--- src/rtl/date_pkg.sv ---
// BCD calendar constants and helpers shared by the date stage.
// Purely combinational definitions: no latency, no flow control.
package date_pkg;

    localparam logic [7:0] JAN = 8'h01;
    localparam logic [7:0] FEB = 8'h02;
    localparam logic [7:0] MAR = 8'h03;
    localparam logic [7:0] APR = 8'h04;
    localparam logic [7:0] MAY = 8'h05;
    localparam logic [7:0] JUN = 8'h06;
    localparam logic [7:0] JUL = 8'h07;
    localparam logic [7:0] AUG = 8'h08;
    localparam logic [7:0] SEP = 8'h09;
    localparam logic [7:0] OCT = 8'h10;
    localparam logic [7:0] NOV = 8'h11;
    localparam logic [7:0] DEC = 8'h12;

    localparam logic [7:0] DAYS_28 = 8'h28;
    localparam logic [7:0] DAYS_29 = 8'h29;
    localparam logic [7:0] DAYS_30 = 8'h30;
    localparam logic [7:0] DAYS_31 = 8'h31;

    // Year mod 4 == 0 without a divider: tens parity selects which ones digits qualify.
    function automatic logic is_leap_bcd(input logic [3:0] year1, input logic [3:0] year0);
        if (!year1[0])
            return (year0 == 4'd0) || (year0 == 4'd4) || (year0 == 4'd8);
        else
            return (year0 == 4'd2) || (year0 == 4'd6);
    endfunction

    function automatic logic [7:0] bcd_inc(input logic [7:0] v);
        logic [3:0] tens;
        logic [3:0] ones;
        tens = v[7:4];
        ones = v[3:0];
        if (ones >= 4'd9) begin
            ones = 4'd0;
            tens = (tens >= 4'd9) ? 4'd0 : tens + 4'd1;
        end else begin
            ones = ones + 4'd1;
        end
        return {tens, ones};
    endfunction

    function automatic logic bcd_ok(input logic [7:0] v);
        return (v[7:4] <= 4'd9) && (v[3:0] <= 4'd9);
    endfunction

endpackage

--- src/rtl/date_cal_if.sv ---
// Date-stage bus: advance/set requests in, BCD digit pairs and status pulses out.
// Signals only; no latency or handshake of its own.
interface date_cal_if;

    logic       day_en;
    logic       set_en;
    logic [7:0] set_day;
    logic [7:0] set_month;
    logic [7:0] set_year;
    logic [3:0] day1;
    logic [3:0] day0;
    logic [3:0] month1;
    logic [3:0] month0;
    logic [3:0] year1;
    logic [3:0] year0;
    logic       century_en;
    logic       set_err;

    modport master (
        output day_en, set_en, set_day, set_month, set_year,
        input  day1, day0, month1, month0, year1, year0, century_en, set_err
    );

    modport slave (
        input  day_en, set_en, set_day, set_month, set_year,
        output day1, day0, month1, month0, year1, year0, century_en, set_err
    );

endinterface

--- src/rtl/month_len.sv ---
// Last day of a BCD month, given whether the year is leap.
// Combinational, zero latency, no backpressure; unknown months report 31.
module month_len
    import date_pkg::*;
#(
    parameter int LEAP_EN = 1
) (
    input  logic [7:0] month,
    input  logic       leap,
    output logic [7:0] last_day
);

    always_comb begin
        last_day = DAYS_31;
        case (month)
            APR, JUN, SEP, NOV: last_day = DAYS_30;
            FEB:                last_day = ((LEAP_EN != 0) && leap) ? DAYS_29 : DAYS_28;
            default:            last_day = DAYS_31;
        endcase
    end

endmodule

--- src/rtl/date_cal.sv ---
// BCD day/month/year calendar advanced by day_en, with a validated set port.
// 1-cycle latency, registered outputs; set_en wins over day_en, no backpressure.
module date_cal
    import date_pkg::*;
#(
    parameter logic [7:0] RST_YEAR = 8'h00,
    parameter int         LEAP_EN  = 1
) (
    input  logic         clk_i,
    input  logic         rst,
    date_cal_if.slave    bus
);

    logic [7:0] day_q, month_q, year_q;
    logic       century_q, set_err_q;

    logic [7:0] cur_last, set_last;
    logic       cur_leap, set_leap;

    logic       month_ok, day_wrap, year_wrap;
    logic [7:0] nxt_day, nxt_month, nxt_year;
    logic       set_ok;

    assign cur_leap = is_leap_bcd(year_q[7:4], year_q[3:0]);
    assign set_leap = is_leap_bcd(bus.set_year[7:4], bus.set_year[3:0]);

    month_len #(.LEAP_EN(LEAP_EN)) u_cur_len (
        .month    (month_q),
        .leap     (cur_leap),
        .last_day (cur_last)
    );

    month_len #(.LEAP_EN(LEAP_EN)) u_set_len (
        .month    (bus.set_month),
        .leap     (set_leap),
        .last_day (set_last)
    );

    // Illegal register contents fall through to the wrap path so one day_en recovers.
    always_comb begin
        month_ok  = bcd_ok(month_q) && (month_q >= JAN) && (month_q <= DEC);
        day_wrap  = !month_ok || !bcd_ok(day_q) || (day_q >= cur_last);
        year_wrap = 1'b0;
        nxt_day   = day_wrap ? 8'h01 : bcd_inc(day_q);
        nxt_month = month_q;
        nxt_year  = year_q;
        if (!month_ok) begin
            nxt_month = JAN;
        end else if (day_wrap) begin
            if (month_q == DEC) begin
                nxt_month = JAN;
                nxt_year  = bcd_inc(year_q);
                year_wrap = (year_q == 8'h99);
            end else begin
                nxt_month = bcd_inc(month_q);
            end
        end
    end

    always_comb begin
        set_ok = bcd_ok(bus.set_day) && bcd_ok(bus.set_month) && bcd_ok(bus.set_year)
              && (bus.set_month >= JAN) && (bus.set_month <= DEC)
              && (bus.set_day >= 8'h01) && (bus.set_day <= set_last);
    end

    always_ff @(posedge clk_i or posedge rst) begin
        if (rst) begin
            day_q     <= 8'h01;
            month_q   <= JAN;
            year_q    <= RST_YEAR;
            century_q <= 1'b0;
            set_err_q <= 1'b0;
        end else begin
            century_q <= 1'b0;
            set_err_q <= 1'b0;
            if (bus.set_en) begin
                if (set_ok) begin
                    day_q   <= bus.set_day;
                    month_q <= bus.set_month;
                    year_q  <= bus.set_year;
                end else begin
                    set_err_q <= 1'b1;
                end
            end else if (bus.day_en) begin
                day_q     <= nxt_day;
                month_q   <= nxt_month;
                year_q    <= nxt_year;
                century_q <= year_wrap;
            end
        end
    end

    assign bus.day1       = day_q[7:4];
    assign bus.day0       = day_q[3:0];
    assign bus.month1     = month_q[7:4];
    assign bus.month0     = month_q[3:0];
    assign bus.year1      = year_q[7:4];
    assign bus.year0      = year_q[3:0];
    assign bus.century_en = century_q;
    assign bus.set_err    = set_err_q;

endmodule

--- src/flat_wrapper.sv ---
// flat-port wrapper written by rule: the top's interface ports become plain ports
module date_cal_flat import date_pkg::*;
#(
    parameter logic [7:0] RST_YEAR = 8'h00,
    parameter int         LEAP_EN  = 1
)
  (clk_i, rst, bus_day_en, bus_set_en, bus_set_day, bus_set_month, bus_set_year, bus_day1, bus_day0, bus_month1, bus_month0, bus_year1, bus_year0, bus_century_en, bus_set_err);
  date_cal_if bus_i ();
  input  logic clk_i;
  input  logic rst;
  input wire logic [$bits(bus_i.day_en)-1:0] bus_day_en;
  input wire logic [$bits(bus_i.set_en)-1:0] bus_set_en;
  input wire logic [$bits(bus_i.set_day)-1:0] bus_set_day;
  input wire logic [$bits(bus_i.set_month)-1:0] bus_set_month;
  input wire logic [$bits(bus_i.set_year)-1:0] bus_set_year;
  output wire logic [$bits(bus_i.day1)-1:0] bus_day1;
  output wire logic [$bits(bus_i.day0)-1:0] bus_day0;
  output wire logic [$bits(bus_i.month1)-1:0] bus_month1;
  output wire logic [$bits(bus_i.month0)-1:0] bus_month0;
  output wire logic [$bits(bus_i.year1)-1:0] bus_year1;
  output wire logic [$bits(bus_i.year0)-1:0] bus_year0;
  output wire logic [$bits(bus_i.century_en)-1:0] bus_century_en;
  output wire logic [$bits(bus_i.set_err)-1:0] bus_set_err;
  assign bus_i.day_en = bus_day_en;
  assign bus_i.set_en = bus_set_en;
  assign bus_i.set_day = bus_set_day;
  assign bus_i.set_month = bus_set_month;
  assign bus_i.set_year = bus_set_year;
  assign bus_day1 = bus_i.day1;
  assign bus_day0 = bus_i.day0;
  assign bus_month1 = bus_i.month1;
  assign bus_month0 = bus_i.month0;
  assign bus_year1 = bus_i.year1;
  assign bus_year0 = bus_i.year0;
  assign bus_century_en = bus_i.century_en;
  assign bus_set_err = bus_i.set_err;
  date_cal #(.RST_YEAR(RST_YEAR), .LEAP_EN(LEAP_EN)) u_core (.clk_i(clk_i), .rst(rst), .bus(bus_i));
endmodule
--- config.mk ---
export PLATFORM = sky130hd
export DESIGN_NAME = date_cal_flat
export DESIGN_NICKNAME = d
export VERILOG_FILES = /design/src/rtl/date_pkg.sv /design/src/rtl/date_cal_if.sv /design/src/rtl/month_len.sv /design/src/rtl/date_cal.sv /design/src/flat_wrapper.sv
export SDC_FILE = /design/constraint.sdc
export NUM_CORES = 1
export LEC_CHECK = 0
export CAP_MARGIN = 10
export CORE_ASPECT_RATIO = 0.8
export CORE_MARGIN = 2
export CORE_UTILIZATION = 32
export DETAILED_ROUTE_END_ITERATION = 16
export PLACE_DENSITY = 0.61
export SYNTH_ARGS = -nofsm -noshare
export SYNTH_HDL_FRONTEND = slang
export SYNTH_SLANG_ARGS = --single-unit
--- constraint.sdc ---
create_clock -name clk_i -period 3.5 [get_ports clk_i]
set_input_delay 0.7 -clock clk_i [delete_from_list [all_inputs] [get_ports clk_i]]
set_output_delay 0.7 -clock clk_i [all_outputs]
set_load 0.005 [all_outputs]
==> results by group <==
Clocking
  • H-tree level count: 1
  • Clk sinks: 26
  • Maximum root-to-sink buffer count: 2
  • CTS tree: yes
  • Worst skew pair latency: 0.27 ns
  • Clock Tree Root: clkbuf_8
  • TritonCTS buffer count: 3
  • Hold_buf cts: 0
  • Clk pin slew, worst setup/hold paths: approximately 0.090 ns

Floorplan
  • Row count: 27
  • Chip width: 98.5 um
  • Initial core utilization: 0.332
  • DIE AREA: 7840 sq um
  • Die height: 79.6 um
  • Core Area: 6890 sq um
  • Ports: 54

Logic synthesis
  • Top cells by area, synth: dfrtp_1 (26%), ha_1 (15%), inv_1 (4.3%), mux2i_1 (3.1%), nand2_1 (2.6%)
  • Post-synthesis net count: 306
  • Top post-synthesis cells by count: ha_1 (28), inv_1 (26), dfrtp_1 (24)
  • XOR/XNOR Fraction of Synth Area: 0.0153
  • #FFs+latches synth: 26
  • Syn avg cell area: 9.14 sq um
  • Main combinational cell family by area after synthesis: compound AO/OA/AOI/OAI gates
  • Yosys cell types: 58
  • Cells after synthesis: between 200 and 300
  • Post-synth top area share: 0.263
  • Post-synthesis compound-gate area fraction: 0.256
  • Synthesized area: 2280 sq um
  • Post-synthesis adder-cell area fraction: 0.153
  • Sequential share of the synthesized area: 0.286
  • Yosys warns: 0
  • Most numerous cell in the Yosys netlist: ha_1
  • Top cell type by total area after synthesis: dfrtp_1
  • Number of synthesized flops with an enable pin: 0
  • Main flop type after synthesis: dfrtp_1
  • Post-synth ARST share: 1.00
  • Simple-gate share of the synthesized area: 0.181
  • Post-synthesis mux area share: 0.0553

Timing
  • Tmin final: 3.43 ns
  • Max_slew headroom: 0.287
  • Fin Setup TNS: 0 ns
  • Fin. max-slew vios: 0
  • Measured slew at the worst slew-check pin: ~1.1 ns
  • Final setup viols: 0
  • F_max: approximately 290 MHz
  • Fraction of the cycle the final worst path needs: 0.981
  • Hold Violations, Final: 0
  • Skew final: 0.00172 ns

Global routing
  • Largest net degree at the start of global routing: 32
  • Gr usage total: 0.178
  • Initial antenna violation count: 0
  • Total global routing overflow: 0
  • First-pass GRT wire length: between 10 and 15 mm
  • Vias in the first global route: 2255

Layout
  • Non-filler cells, final: 425
  • Antenna diodes: 0
  • Register area: 653 sq um
  • Synth-to-layout area growth: 43.6%
  • Combined area of the multi-input logic cells: 1570 sq um
  • Post-Layout Inst Area: 3280 sq um
  • Fillers: 694
  • Share of cells above drive strength 1: 0.180
  • Net count, final: ~400

Routing
  • Drt first pass iters: 4
  • Vias/cell: approximately 5.3
  • WL/cell: 16.1 um
  • Highest metal used: met4
  • Routed length on met3: about 280 um
  • Starting DRT DRC Count: between 100 and 150
  • M1 wire length: 3.30 mm
  • Total Wirelength: 6.84 mm
  • Vias: around 2.2k
  • Routed wl met2: 3.23 mm
  • Detail Route Antenna Nets: 0
  • DRC Markers: 0

Critical path
  • Crit path DAT: 3.60 ns
  • Worst path required time: 3.67 ns
  • Worst path cell trace: clkdlybuf4s50_1 -> or4_4 -> nor2_1 -> nand2_1 -> ha_1 -> or4b_4 -> a21oi_4 -> o21ai_4 -> o21bai_4 -> nand3_2 -> mux2_4
  • WS Path Type: input port to flop
  • Critical path's largest stage delay: roughly 0.56 ns
  • Cells on worst reg2reg path: 13
  • Crit end category: flop
  • Slowest cell on crit path: or4_4
  • Crit-path max FO: 4
  • CP startpoint kind: input port

Place
  • Port bufs: between 50 and 60
  • Detailed placer's ending HPWL: roughly 5.4 mm
  • Placed Cells: 421
  • Placed inst area: 3170 sq um
  • RePlAce Congestion: 0.827

Pwr
  • Pleak: roughly 1.5 nW
  • Power density cells: roughly 530 nW/um^2
  • VDD IR max: 0.207 mV

Hold path
  • Worst min path class: flop to flop
  • Min-Delay Path Depth: 1

Outcome
  • Outcome: finished, final reports clean

Flow run
  • Max cap viols: 0
-- where the power goes --
part / internal, mW / total [mW] / leakage (nW) / switching, mW
logic: 0.561 / 1.09 / 1.14 / 0.524
clock network: 0.0773 / 0.173 / 0.0216 / 0.0958
registers: 0.387 / 0.489 / 0.319 / 0.101
-- critical path: cells and delay by family --
family / cells / cell delay (ns)
AND/OR/NAND/NOR: 5 / 1.41
AO/OA/AOI/OAI: 3 / 0.54
buffers and inverters: 1 / 0.43
multiplexers: 1 / 0.31
adder cells (fa/ha/maj): 1 / 0.21
-- metal layers --
| metal | vias up | track usage |
|---|---|---|
| li1 | 1104 | - |
| met1 | 1083 | 0.251 |
| met2 | 49 | 0.289 |
| met3 | 2 | 0.0315 |
| met4 | 0 | 0.0315 |
| met5 | - | 0 |
-- what timing repair did --
item                       4_1_cts  5_1_grt
gates resized for setup          1       13
gates cloned                     0        0
setup endpoints to repair       21       23
pin swaps                        1        8
buffers inserted                 0        1
-- registers in the layout (all words and copies together), names as in the netlist --
signal                 flops
u_core.day_q               8
u_core.month_q             8
u_core.year_q              8
u_core.bus.century_en      1
u_core.bus.set_err         1
-- area by class of cell --
| class | count | area share |
|---|---|---|
| Clock buffer | 3 | 0.0126 |
| Inverter | 26 | 0.0297 |
| Multi-Input combinational cell | 193 | 0.477 |
| Sequential cell | 26 | 0.199 |
| Tap cell | 87 | 0.0332 |
| Timing Repair Buffer | 90 | 0.249 |
-- metrics by stage --
step | setup slack (ns) | power, mW | util | hold WS (ns)
after detailed placement | -0.359 | 1.54 | 0.460 | 0.537
final | 0.0655 | 1.75 | 0.476 | 0.545
after floorplan | 0.210 | 1.04 | - | 0.502
after global placement | -0.276 | 1.53 | 0.460 | 0.511
after CTS | 0.00379 | 1.72 | 0.466 | 0.559
after global routing | -0.00342 | 1.90 | 0.476 | 0.587
-- cell families after synthesis --
family          after synthesis
xor+xnor                      4
flops                        26
compound gates               77
simple gates                 73
mux                          11
fa+ha+maj                    28
buf+inv                      31
-- layout by cell type (no fill, tap or decap), types with 8 or more instances in the layout --
| cell type | synthesis | final |
|---|---|---|
| dfrtp_1 | 24 | 24 |
| clkdlybuf4s50_1 | 0 | 53 |
| o21ai_0 | 9 | 8 |
| inv_1 | 26 | 26 |
| nand2_1 | 16 | 16 |
| ha_1 | 28 | 27 |
| buf_4 | 1 | 35 |
| nor2_1 | 14 | 14 |
-- final timing paths --
check | slack (ns) | endpoint | start
setup / recovery | 0.07 | u_core.month_q[6] | bus_set_month[4]
hold / removal | 0.55 | u_core.month_q[7] | u_core.month_q[7]
setup reg to reg | 0.13 | u_core.month_q[6] | u_core.month_q[0]
hold reg to reg | 0.55 | u_core.month_q[7] | u_core.month_q[7]
max in group asynchronous | 1.81 | u_core.month_q[0] | rst
min in group asynchronous | 0.99 | u_core.year_q[1] | rst
Power figures use the tool's default switching activity.
